**config.mk**
```make
export PLATFORM = sky130hd
export DESIGN_NAME = perspective_divide
export DESIGN_NICKNAME = d
export VERILOG_FILES = /design/src/rtl/rt_types_pkg.sv /design/src/rtl/perspective_divide_divider.sv /design/src/rtl/perspective_divide.sv
export SDC_FILE = /design/constraint.sdc
export NUM_CORES = 1
export LEC_CHECK = 0
export ABC_AREA = 0
export BUFFER_PORTS_ARGS = -buffer_cell sky130_fd_sc_hd__buf_2
export CAP_MARGIN = 40
export CORE_ASPECT_RATIO = 0.9
export CORE_MARGIN = 2
export CORE_UTILIZATION = 45
export CTS_CLUSTER_SIZE = 10
export DETAILED_ROUTE_END_ITERATION = 8
export GPL_TIMING_DRIVEN = 0
export MAX_ROUTING_LAYER = met4
export PLACE_DENSITY = 0.75
export SLEW_MARGIN = 15
export SYNTH_ARGS = -nofsm -noshare
export SYNTH_HDL_FRONTEND = slang
export SYNTH_HIERARCHICAL = 1
export SYNTH_SLANG_ARGS = --single-unit
export TNS_END_PERCENT = 5
```
**constraint.sdc**
```tcl
create_clock -name clk -period 16.25 [get_ports clk]
set_clock_uncertainty 0.2 [all_clocks]
set_input_delay 3.25 -clock clk [delete_from_list [all_inputs] [get_ports clk]]
set_output_delay 3.25 -clock clk [all_outputs]
set_load 0.01 [all_outputs]
```
**src/rtl/rt_types_pkg.sv**
```systemverilog
// Shared types and constants for the perspective-divide stage.
// Optional PERSP_DIV_RECIP_EN: one reciprocal divide plus three multiplies.
`ifndef WIDTH
`define WIDTH 16
`endif
`ifndef Q_BITS
`define Q_BITS 12
`endif

package rt_types_pkg;

    localparam logic [`WIDTH-1:0] ONE_Q = `WIDTH'(1 << `Q_BITS);

`ifdef PERSP_DIV_RECIP_EN
    typedef enum logic [2:0] {
        ST_IDLE,
        ST_ISSUE,
        ST_WAIT,
        ST_MUL,
        ST_DONE
    } persp_state_t;
`else
    typedef enum logic [2:0] {
        ST_IDLE,
        ST_ISSUE,
        ST_WAIT,
        ST_DONE
    } persp_state_t;
`endif

endpackage

```
**src/rtl/perspective_divide_divider.sv**
```systemverilog
// Sequential fixed-point divider: quotient = (dividend << Q_BITS) / divisor, truncated.
// Magnitudes are divided; sign correction is applied combinationally on the live inputs.
`ifndef WIDTH
`define WIDTH 16
`endif
`ifndef Q_BITS
`define Q_BITS 12
`endif

module divider #(
    parameter int WIDTH  = `WIDTH,
    parameter int Q_BITS = `Q_BITS
) (
    input  logic                    clk,
    input  logic                    reset,
    input  logic                    start,
    input  logic signed [WIDTH-1:0] dividend,
    input  logic signed [WIDTH-1:0] divisor,
    output logic                    ready,
    output logic                    valid,
    output logic signed [WIDTH-1:0] quotient
);
    localparam int N  = WIDTH + Q_BITS;
    localparam int CW = $clog2(N + 1);

    logic [WIDTH-1:0] rem_reg;
    logic [WIDTH-1:0] dvs_reg;
    logic [N-1:0]     quo_reg;
    logic [CW-1:0]    cnt_reg;
    logic             busy_reg;
    logic             valid_reg;

    logic [WIDTH:0]   rem_shift;
    logic             rem_ge;
    logic [WIDTH-1:0] rem_next;
    logic [WIDTH-1:0] q_mag;

    function automatic logic [WIDTH-1:0] mag(input logic signed [WIDTH-1:0] v);
        return v[WIDTH-1] ? WIDTH'(-v) : v;
    endfunction

    // One restoring-division step per cycle, fixed N iterations.
    always_comb begin
        rem_shift = {rem_reg, quo_reg[N-1]};
        rem_ge    = rem_shift >= {1'b0, dvs_reg};
        rem_next  = rem_ge ? WIDTH'(rem_shift - {1'b0, dvs_reg}) : WIDTH'(rem_shift);
    end

    always_ff @(posedge clk or posedge reset) begin
        if (reset) begin
            rem_reg   <= '0;
            dvs_reg   <= '0;
            quo_reg   <= '0;
            cnt_reg   <= '0;
            busy_reg  <= 1'b0;
            valid_reg <= 1'b0;
        end else begin
            valid_reg <= 1'b0;
            if (start && !busy_reg) begin
                quo_reg  <= {mag(dividend), {Q_BITS{1'b0}}};
                rem_reg  <= '0;
                dvs_reg  <= mag(divisor);
                cnt_reg  <= CW'(N);
                busy_reg <= 1'b1;
            end else if (busy_reg) begin
                rem_reg <= rem_next;
                quo_reg <= {quo_reg[N-2:0], rem_ge};
                cnt_reg <= cnt_reg - 1'b1;
                if (cnt_reg == CW'(1)) begin
                    busy_reg  <= 1'b0;
                    valid_reg <= 1'b1;
                end
            end
        end
    end

    assign q_mag    = quo_reg[WIDTH-1:0];
    assign quotient = (dividend[WIDTH-1] ^ divisor[WIDTH-1]) ? WIDTH'(-q_mag) : q_mag;
    assign ready    = !busy_reg;
    assign valid    = valid_reg;

endmodule

```
**src/rtl/perspective_divide.sv**
```systemverilog
// Perspective divide: x/w, y/w, z/w and 1/w in Q3.12 through one shared divider.
// PERSP_DIV_RECIP_EN: divide only 1/w, then scale x, y, z by it in the MUL state.
`ifndef WIDTH
`define WIDTH 16
`endif
`ifndef Q_BITS
`define Q_BITS 12
`endif

module perspective_divide
    import rt_types_pkg::*;
#(
    parameter int WIDTH  = `WIDTH,
    parameter int Q_BITS = `Q_BITS
) (
    input  logic                    clk,
    input  logic                    reset,
    input  logic                    in_valid,
    output logic                    in_ready,
    input  logic signed [WIDTH-1:0] in_x,
    input  logic signed [WIDTH-1:0] in_y,
    input  logic signed [WIDTH-1:0] in_z,
    input  logic signed [WIDTH-1:0] in_w,
    output logic                    out_valid,
    input  logic                    out_ready,
    output logic signed [WIDTH-1:0] out_x,
    output logic signed [WIDTH-1:0] out_y,
    output logic signed [WIDTH-1:0] out_z,
    output logic signed [WIDTH-1:0] out_inv_w,
    output logic                    out_clip
);
    persp_state_t            state_reg, state_next;
    logic signed [WIDTH-1:0] x_reg, y_reg, z_reg, w_reg, div_num_reg;
    logic signed [WIDTH-1:0] res_reg [4];
    logic [1:0]              op_reg;
    logic                    clip_reg;

    logic                    accept;
    logic                    res_we;
    logic signed [WIDTH-1:0] res_wd;
    logic                    div_start, div_ready, div_valid;
    logic signed [WIDTH-1:0] div_quotient;

    function automatic logic signed [WIDTH-1:0] operand_sel(
        input logic [1:0] op, input logic signed [WIDTH-1:0] a, b, c);
        case (op)
            2'd1:    return a;
            2'd2:    return b;
            default: return c;
        endcase
    endfunction

    divider #(.WIDTH(WIDTH), .Q_BITS(Q_BITS)) u_div (
        .clk      (clk),
        .reset    (reset),
        .start    (div_start),
        .dividend (div_num_reg),
        .divisor  (w_reg),
        .ready    (div_ready),
        .valid    (div_valid),
        .quotient (div_quotient)
    );

`ifdef PERSP_DIV_RECIP_EN
    logic signed [2*WIDTH-1:0] mul_prod;
    assign mul_prod = operand_sel(op_reg, x_reg, y_reg, z_reg) * res_reg[0];
`endif

    assign accept = (state_reg == ST_IDLE) && in_valid;

    always_comb begin
        state_next = state_reg;
        div_start  = 1'b0;
        res_we     = 1'b0;
        res_wd     = div_quotient;
        in_ready   = (state_reg == ST_IDLE);
        out_valid  = (state_reg == ST_DONE);
        case (state_reg)
            ST_IDLE: begin
                if (in_valid)
                    state_next = (in_w == '0) ? ST_DONE : ST_ISSUE;
            end
            ST_ISSUE: begin
                if (div_ready) begin
                    div_start  = 1'b1;
                    state_next = ST_WAIT;
                end
            end
            ST_WAIT: begin
                if (div_valid) begin
                    res_we = 1'b1;
`ifdef PERSP_DIV_RECIP_EN
                    state_next = ST_MUL;
`else
                    state_next = (op_reg == 2'd3) ? ST_DONE : ST_ISSUE;
`endif
                end
            end
`ifdef PERSP_DIV_RECIP_EN
            ST_MUL: begin
                res_we = 1'b1;
                res_wd = WIDTH'(mul_prod >>> Q_BITS);
                if (op_reg == 2'd3)
                    state_next = ST_DONE;
            end
`endif
            ST_DONE: begin
                if (out_ready)
                    state_next = ST_IDLE;
            end
            default: state_next = ST_IDLE;
        endcase
    end

    // op_reg selects both the result register being written and the next dividend.
    always_ff @(posedge clk or posedge reset) begin
        if (reset) begin
            state_reg   <= ST_IDLE;
            x_reg       <= '0;
            y_reg       <= '0;
            z_reg       <= '0;
            w_reg       <= '0;
            div_num_reg <= '0;
            op_reg      <= '0;
            clip_reg    <= 1'b0;
            for (int i = 0; i < 4; i++) res_reg[i] <= '0;
        end else begin
            state_reg <= state_next;
            if (accept) begin
                x_reg       <= in_x;
                y_reg       <= in_y;
                z_reg       <= in_z;
                w_reg       <= in_w;
                clip_reg    <= (in_w <= 0);
                op_reg      <= '0;
                div_num_reg <= WIDTH'(ONE_Q);
                for (int i = 0; i < 4; i++) res_reg[i] <= '0;
            end else if (res_we) begin
                res_reg[op_reg] <= res_wd;
                op_reg          <= op_reg + 2'd1;
`ifndef PERSP_DIV_RECIP_EN
                div_num_reg     <= operand_sel(op_reg + 2'd1, x_reg, y_reg, z_reg);
`endif
            end
        end
    end

    assign out_inv_w = res_reg[0];
    assign out_x     = res_reg[1];
    assign out_y     = res_reg[2];
    assign out_z     = res_reg[3];
    assign out_clip  = clip_reg;

endmodule

```
==> run metrics, run 1 <==
outcome complete, no violations; maximum fanout along the worst path 10; routability congestion estimate between 0.8 and 0.9; combinational share of power under 10%; clk_lat worst skew 0.52 ns; family of cells with the greatest summed delay on the critical path buffers and inverters; layout overhead on the synthesized area 16.52%; first-pass GRT wire length 42.98 mm; arrival time at the worst endpoint around 1.5 ns; final hold violation count 0; sw power around 0.25 mW; placed standard-cell area about 12000 sq um; number of nets in the finished design ~1300; TritonCTS buffer count 25; final non-filler cell area 12490 sq um; register clock-pin slew on the reported worst setup and hold paths approximately 0.05 ns; MaxCap Viol Count 0; cell chosen for the clock root clkbuf_16; mean number of vias per cell 5.545; P_leak about 5.7 nW; synthesized net count between 1000 and 1500; Power Density just under 90 nW/um^2; flip-flop count of the largest register, all copies and words added 28; cell row count between 50 and 60; standard cell with the maximum stage delay on the critical path dfrtp_1; buffering stage count on the worst path with inverters included 3; unrepaired setup endpoints after global routing false; Post-Syn Instances roughly 1100; Worst Setup Slack post-DPL 11.33 ns; total of hold buffers inserted after clock tree synthesis 0; async set-or-reset flop fraction in the synthesized netlist 100.0%; library cell occupying the most area in the post-synthesis netlist dfrtp_1; critical path's largest stage delay ~0.35 ns; number of diodes 0; y dimension of the die ~150 um; switching portion of total power approximately 22%; post-synthesis sequential area ratio between 50 and 60%; final design utilization 53.49%; GRT Resource Usage Total 21.44%; post-detailed-route wirelength per cell approximately 17 um; number of I/O port buffers about 130; worst relative slew slack between 50% and 60%; share of final-layout standard cells stronger than drive strength 1 ~22%; VDD IR max ~0.08 mV; core region area between 20000 and 25000 sq um; kind of launch point of the worst setup path flop; type of the most critical hold path reg -> reg; Initial Utilization ~46%; Reg power frac 50.7%; Die Area 25070 sq um; Synth Flop Type dfrtp_1; number of slew-limit violations in the final report 0; main area contributors after synthesis dfrtp_1 50%, nand2_1 7.5%, mux2_2 6.2%; Resized Gates After CTS 0; Post-synth EDFFs 0; buffers inserted by post-CTS timing repair 0; mapped cell area 10720 sq um; pin count of the biggest net entering global routing 110; horizontal extent of the die around 170 um; via count of the routed design 8572; final wirelength between 20 and 30 mm; final routed DRC violation total 0; sink count of the clock tree 216; # H-tree levels 1; Final TNS setup 0 ns; final worst path period share 30.63%; boundary pin count 135; CTS tree done; transition time at the pin with the least slew margin 0.7414 ns; number of global-route vias before repair approximately 8500; final critical delay including setup and external delays around 5 ns; cells along the critical path buf_2 > buf_2 > nor2_1 > buf_2; final setup fails 0; count of routing violations after the opening detailed-route iteration roughly 770; GRT overflow 0; FF+latch count, synth 216; antenna violations before repair 0; average instance area after synthesis approximately 9.9 sq um; final worst setup slack about 11 ns; Worst setup EP type output pin; power share of the clock group between 40% and 50%; kind of critical path reg -> out; portion of synthesized cell area occupied by the leading cell type roughly 50%; cell repeated most along the worst path buf_2; maximum clock insertion buffer count 3; required time of the critical path approximately 13 ns; library cells used by synthesis 67; DPL Wire Length around 19 mm; number of warnings reported in the yosys synthesis log 6; TritonRoute pass-1 iters 5; internal power approximately 0.87 mW; maximum achievable frequency 0.2009 GHz; count of antenna-violating nets left after detailed routing 0
==> per-stage QoR <==
step,power (mW),instances,hold WS (ns)
after floorplan,0.6075,1081,0.2447
after global placement,0.6332,1517,0.2657
after detailed placement,0.6372,1519,0.2705
after CTS,1.125,1546,0.2810
after global routing,1.156,1546,0.3081
final,1.115,1546,0.2756
==> synthesized netlist by cell type (all sizes together), types with 19 or more instances <==
cell type and instances:
mux2 66, inv 38, nor2 27, nand2 214, o21ai 82, ha 25, clkbuf 30, dfrtp 216
nand3 19, buf 37, xor2 36, xnor2 20, a21oi 94
==> cell families (layout without fill, tap and decap cells) <==
family / count (synthesis) / count (layout) / share of synthesized area, %
xor gates and xnor gates: 56 / 56 / 4.577
adders and majority gates: 26 / 26 / 3.106
and+or+nand+nor: 338 / 338 / 14.68
buffers and inverters: 105 / 268 / 4.332
muxes: 68 / 68 / 7.122
DFF: 216 / 216 / 50.44
AOI/OAI and AO/OA: 272 / 272 / 15.75
==> layer usage <==
| layer | global-route usage, % | share of wire (%) | vias up | routed length, um |
|---|---|---|---|---|
| met2 | 34.15 | 45 | 286 | 11890 |
| li1 | - | - | 4086 | - |
| met5 | - | 0 | - | 0 |
| met1 | 29.63 | 47 | 4163 | 12190 |
| met4 | 4.267 | 1.7 | 0 | 454 |
| met3 | 3.181 | 6.1 | 37 | 1607 |
==> final cells by class <==
cell class                      instances  area (sq um)
Fill cell                            2081         10860
Sequential cell                       216          5405
Multi-Input combinational cell        760          4847
Timing Repair Buffer                  136         718.2
Clock buffer                           25         625.6
Tap cell                              302         377.9
Buffer                                 67         321.6
Inverter                               38         152.6
Clock inverter                          2         38.79
==> worst reg2reg max path, stage by stage (launching register included) <==
cell and delay [ns]:
dfrtp_1 0.39, inv_2 0.14, clkbuf_1 0.53, nand2_1 0.19, nor2_1 0.39, clkbuf_1 0.41, clkbuf_1 0.43, nand3b_1 0.17
o21ai_0 0.10
==> placed cells by master (no fill, tap or decap), types with 7 or more instances in the layout <==
cell / count
dfrtp_1: 216
nand2_1: 214
buf_2: 161
a21oi_1: 94
mux2_2: 59
o21ai_0: 50
xor2_1: 36
inv_1: 35
o21ai_1: 29
clkbuf_1: 28
nor2_1: 26
ha_1: 25
clkbuf_16: 25
xnor2_1: 20
nand3_1: 19
a22o_1: 16
o31ai_1: 16
o2bb2ai_1: 15
nand2b_1: 13
a31oi_1: 12
nor3_1: 9
buf_4: 7
mux2_1: 7
nor4_1: 7
nor3b_1: 7
o311ai_1: 7
==> power groups by stage <==
| stage | Clock (mW) | Combinational, mW | Sequential (mW) |
|---|---|---|---|
| after floorplan | 0 | 0.0311 | 0.576 |
| after global placement | 0 | 0.0588 | 0.574 |
| after detailed placement | 0 | 0.0621 | 0.575 |
| after CTS | 0.497 | 0.0625 | 0.566 |
| after global routing | 0.520 | 0.0689 | 0.567 |
| final | 0.488 | 0.0612 | 0.566 |
==> path summary, 6_finish.rpt <==
kind,from,endpoint,slack [ns],cells after the start
min,u_div/dvs_reg[6]$_DFFE_PP0P_,u_div/dvs_reg[6]$_DFFE_PP0P_,0.28,2
max reg2reg,u_div/busy_reg$_DFF_PP0_,u_div/quo_reg[9]$_DFFE_PP0P_,13.14,8
max in group asynchronous,reset,div_num_reg[5]$_DFFE_PP0P_,12.45,3
min in group asynchronous,reset,out_x[3]$_DFFE_PP0P_,2.55,2
max,state_reg[1]$_DFFE_PP0P_,in_ready,11.27,4
min reg2reg,u_div/dvs_reg[6]$_DFFE_PP0P_,u_div/dvs_reg[6]$_DFFE_PP0P_,0.28,2
No activity file was read; power rests on OpenSTA's default activity.
==> inputs of run 2 (changes only) <==
==> constraint.sdc (replaced) <==
create_clock -name clk -period 4.59 [get_ports clk]
set_clock_uncertainty 0.2 [all_clocks]
set_input_delay 0.918 -clock clk [delete_from_list [all_inputs] [get_ports clk]]
set_output_delay 0.918 -clock clk [all_outputs]
set_load 0.01 [all_outputs]
==> run metrics, run 2 (synthesized netlist as in run 1, its figures left out) <==
outcome complete, no violations; number of nets in the finished design about 1300; pin count of the biggest net entering global routing 40; maximum clock insertion buffer count 3; Worst Setup Slack post-DPL 1.556 ns; number of cell instances on the worst register-to-register path 8; required time of the critical path 4.81 ns; final hold violation count 0; combined area of the multi-input logic cells between 4000 and 5000 sq um; Die Area around 25000 sq um; cell chosen for the clock root clkbuf_16; area taken by flip-flops and latches roughly 5400 sq um; number of diodes 0; layout overhead on the synthesized area 17.66%; final routed DRC violation total 0; arrival time at the worst endpoint roughly 3.4 ns; DPL Wire Length 19.35 mm; number of global-route vias before repair around 8600; DR WL met2 ~12 mm; GRT overflow 0; total of hold buffers inserted after clock tree synthesis 0; setup slack on the worst flop-to-flop path 1.46 ns; post-detailed-route wirelength per cell between 15 and 20 um; VDD IR max ~0.23 mV; critical path's largest stage delay ~0.54 ns; standard cell with the maximum stage delay on the critical path clkbuf_1; buffers inserted by post-CTS timing repair 0; number of slew-limit violations in the final report 0; GRT Resource Usage Total between 20% and 30%; MaxCap Viol Count 0; M1 wire length around 12 mm; final worst setup slack 1.461 ns; worst relative slew slack 51.68%; flip-flop count of the largest register, all copies and words added 28; commonest cells after routing, fill and taps aside 216 x dfrtp_1, 214 x nand2_1, 161 x buf_2; Power Density between 300 and 400 nW/um^2; mean number of vias per cell roughly 5.5; total met3 wirelength after detailed routing approximately 1.5 mm; via count of the routed design between 8000 and 9000; kind of launch point of the worst setup path flop; startpoint of the most critical register-to-register path u_div/busy_reg$_DFF_PP0_; total chip power roughly 4.0 mW; register clock-pin slew on the reported worst setup and hold paths roughly 0.060 ns; Initial Utilization 45.91%; transition time at the pin with the least slew margin a little over 0.7 ns; core region area 23340 sq um; kind of critical path reg -> reg; final worst path period share approximately 68%; Worst setup EP type flop; first-pass GRT wire length between 40 and 50 mm; cell row count 53; clk_lat worst skew between 0.5 and 0.6 ns; horizontal extent of the die approximately 170 um; cells along the critical path inv_2 > clkbuf_1 > nand2_1 > nor2_1 > clkbuf_1 > clkbuf_1 > o21ai_0 > o21ai_0; unrepaired setup endpoints after global routing false; sink count of the clock tree approximately 220; endpoint of the most critical register-to-register path u_div/quo_reg[15]$_DFFE_PP0P_; TritonRoute pass-1 iters 5; final setup fails 0; boundary pin count roughly 140; antenna violations before repair 0; DR top layer met4; TritonCTS buffer count 26; cell repeated most along the worst path clkbuf_1; maximum fanout along the worst path 10; # H-tree levels 1; filler instances between 2000 and 2500; Resized Gates After CTS 0; y dimension of the die roughly 150 um; P_leak 5.791 nW; number of I/O port buffers about 130; routability congestion estimate 0.8797; type of the most critical hold path in -> async; share of final-layout standard cells stronger than drive strength 1 between 20% and 30%; final wirelength roughly 26 mm; count of antenna-violating nets left after detailed routing 0; maximum achievable frequency 0.3196 GHz; most frequent standard cell in the layout excluding fill and tap cells dfrtp_1; count of routing violations after the opening detailed-route iteration 764; Final TNS setup 0 ns; CTS tree done; final critical delay including setup and external delays approximately 3.1 ns
[run 2: cell count changes in the layout (fill, tap and decap cells not counted), sizes merged]
cell,previous run,this run
clkinv,0,1
inv,39,38
clkbuf,55,60
buf,173,177
bufinv,1,0
clkinvlp,0,1
[run 2: cell type report]
class	instances	area share, %
Tap cell	302	2.997
Clock inverter	2	0.1985
Sequential cell	216	42.87
Clock buffer	30	5.438
Inverter	38	1.181
Buffer	67	2.550
Multi-Input combinational cell	760	38.44
Timing Repair Buffer	140	6.331
[run 2: metrics by stage]
| stage | area, sq um | util [%] | std cells | hold slack (ns) |
|---|---|---|---|---|
| global placement | 11770 | 50.42 | 1517 | 0.2645 |
| global route | 12610 | 54.02 | 1555 | 0.1722 |
| floorplan | 10720 | - | 1081 | 0.2447 |
| detailed placement | 11900 | 50.98 | 1523 | 0.2657 |
| finish | 12610 | 54.02 | 1555 | 0.1667 |
| CTS | 12610 | 54.02 | 1555 | 0.1660 |
[run 2: power by group]
group | total [mW] | switching [mW] | leakage, nW | internal [mW]
Sequential | 2.00 | 0.0394 | 2.71 | 1.96
Clock | 1.78 | 0.742 | 0.349 | 1.04
Combinational | 0.224 | 0.120 | 2.73 | 0.105
[run 2: worst max-delay path by stage]
stage | startpoint | to
after floorplan | reset | div_num_reg[0]$_DFFE_PP0P_
after global placement | reset | w_reg[9]$_DFFE_PP0P_
after detailed placement | u_div/busy_reg$_DFF_PP0_ | u_div/quo_reg[9]$_DFFE_PP0P_
after CTS | u_div/busy_reg$_DFF_PP0_ | u_div/quo_reg[15]$_DFFE_PP0P_
after global routing | u_div/busy_reg$_DFF_PP0_ | u_div/quo_reg[15]$_DFFE_PP0P_
final | u_div/busy_reg$_DFF_PP0_ | u_div/quo_reg[15]$_DFFE_PP0P_
[run 2: per-layer routing]
metal	up-vias	track usage, %
li1	4113	-
met1	4197	29.95
met4	0	5.129
met5	-	-
met2	272	34.01
met3	41	3.286
[run 2: worst max-delay path: cells and delay by family, from the launching register on]
kind	cells	cell delay [ns]
flops	1	0.40
compound gates	2	0.34
buf+inv	4	1.51
simple gates	2	0.57
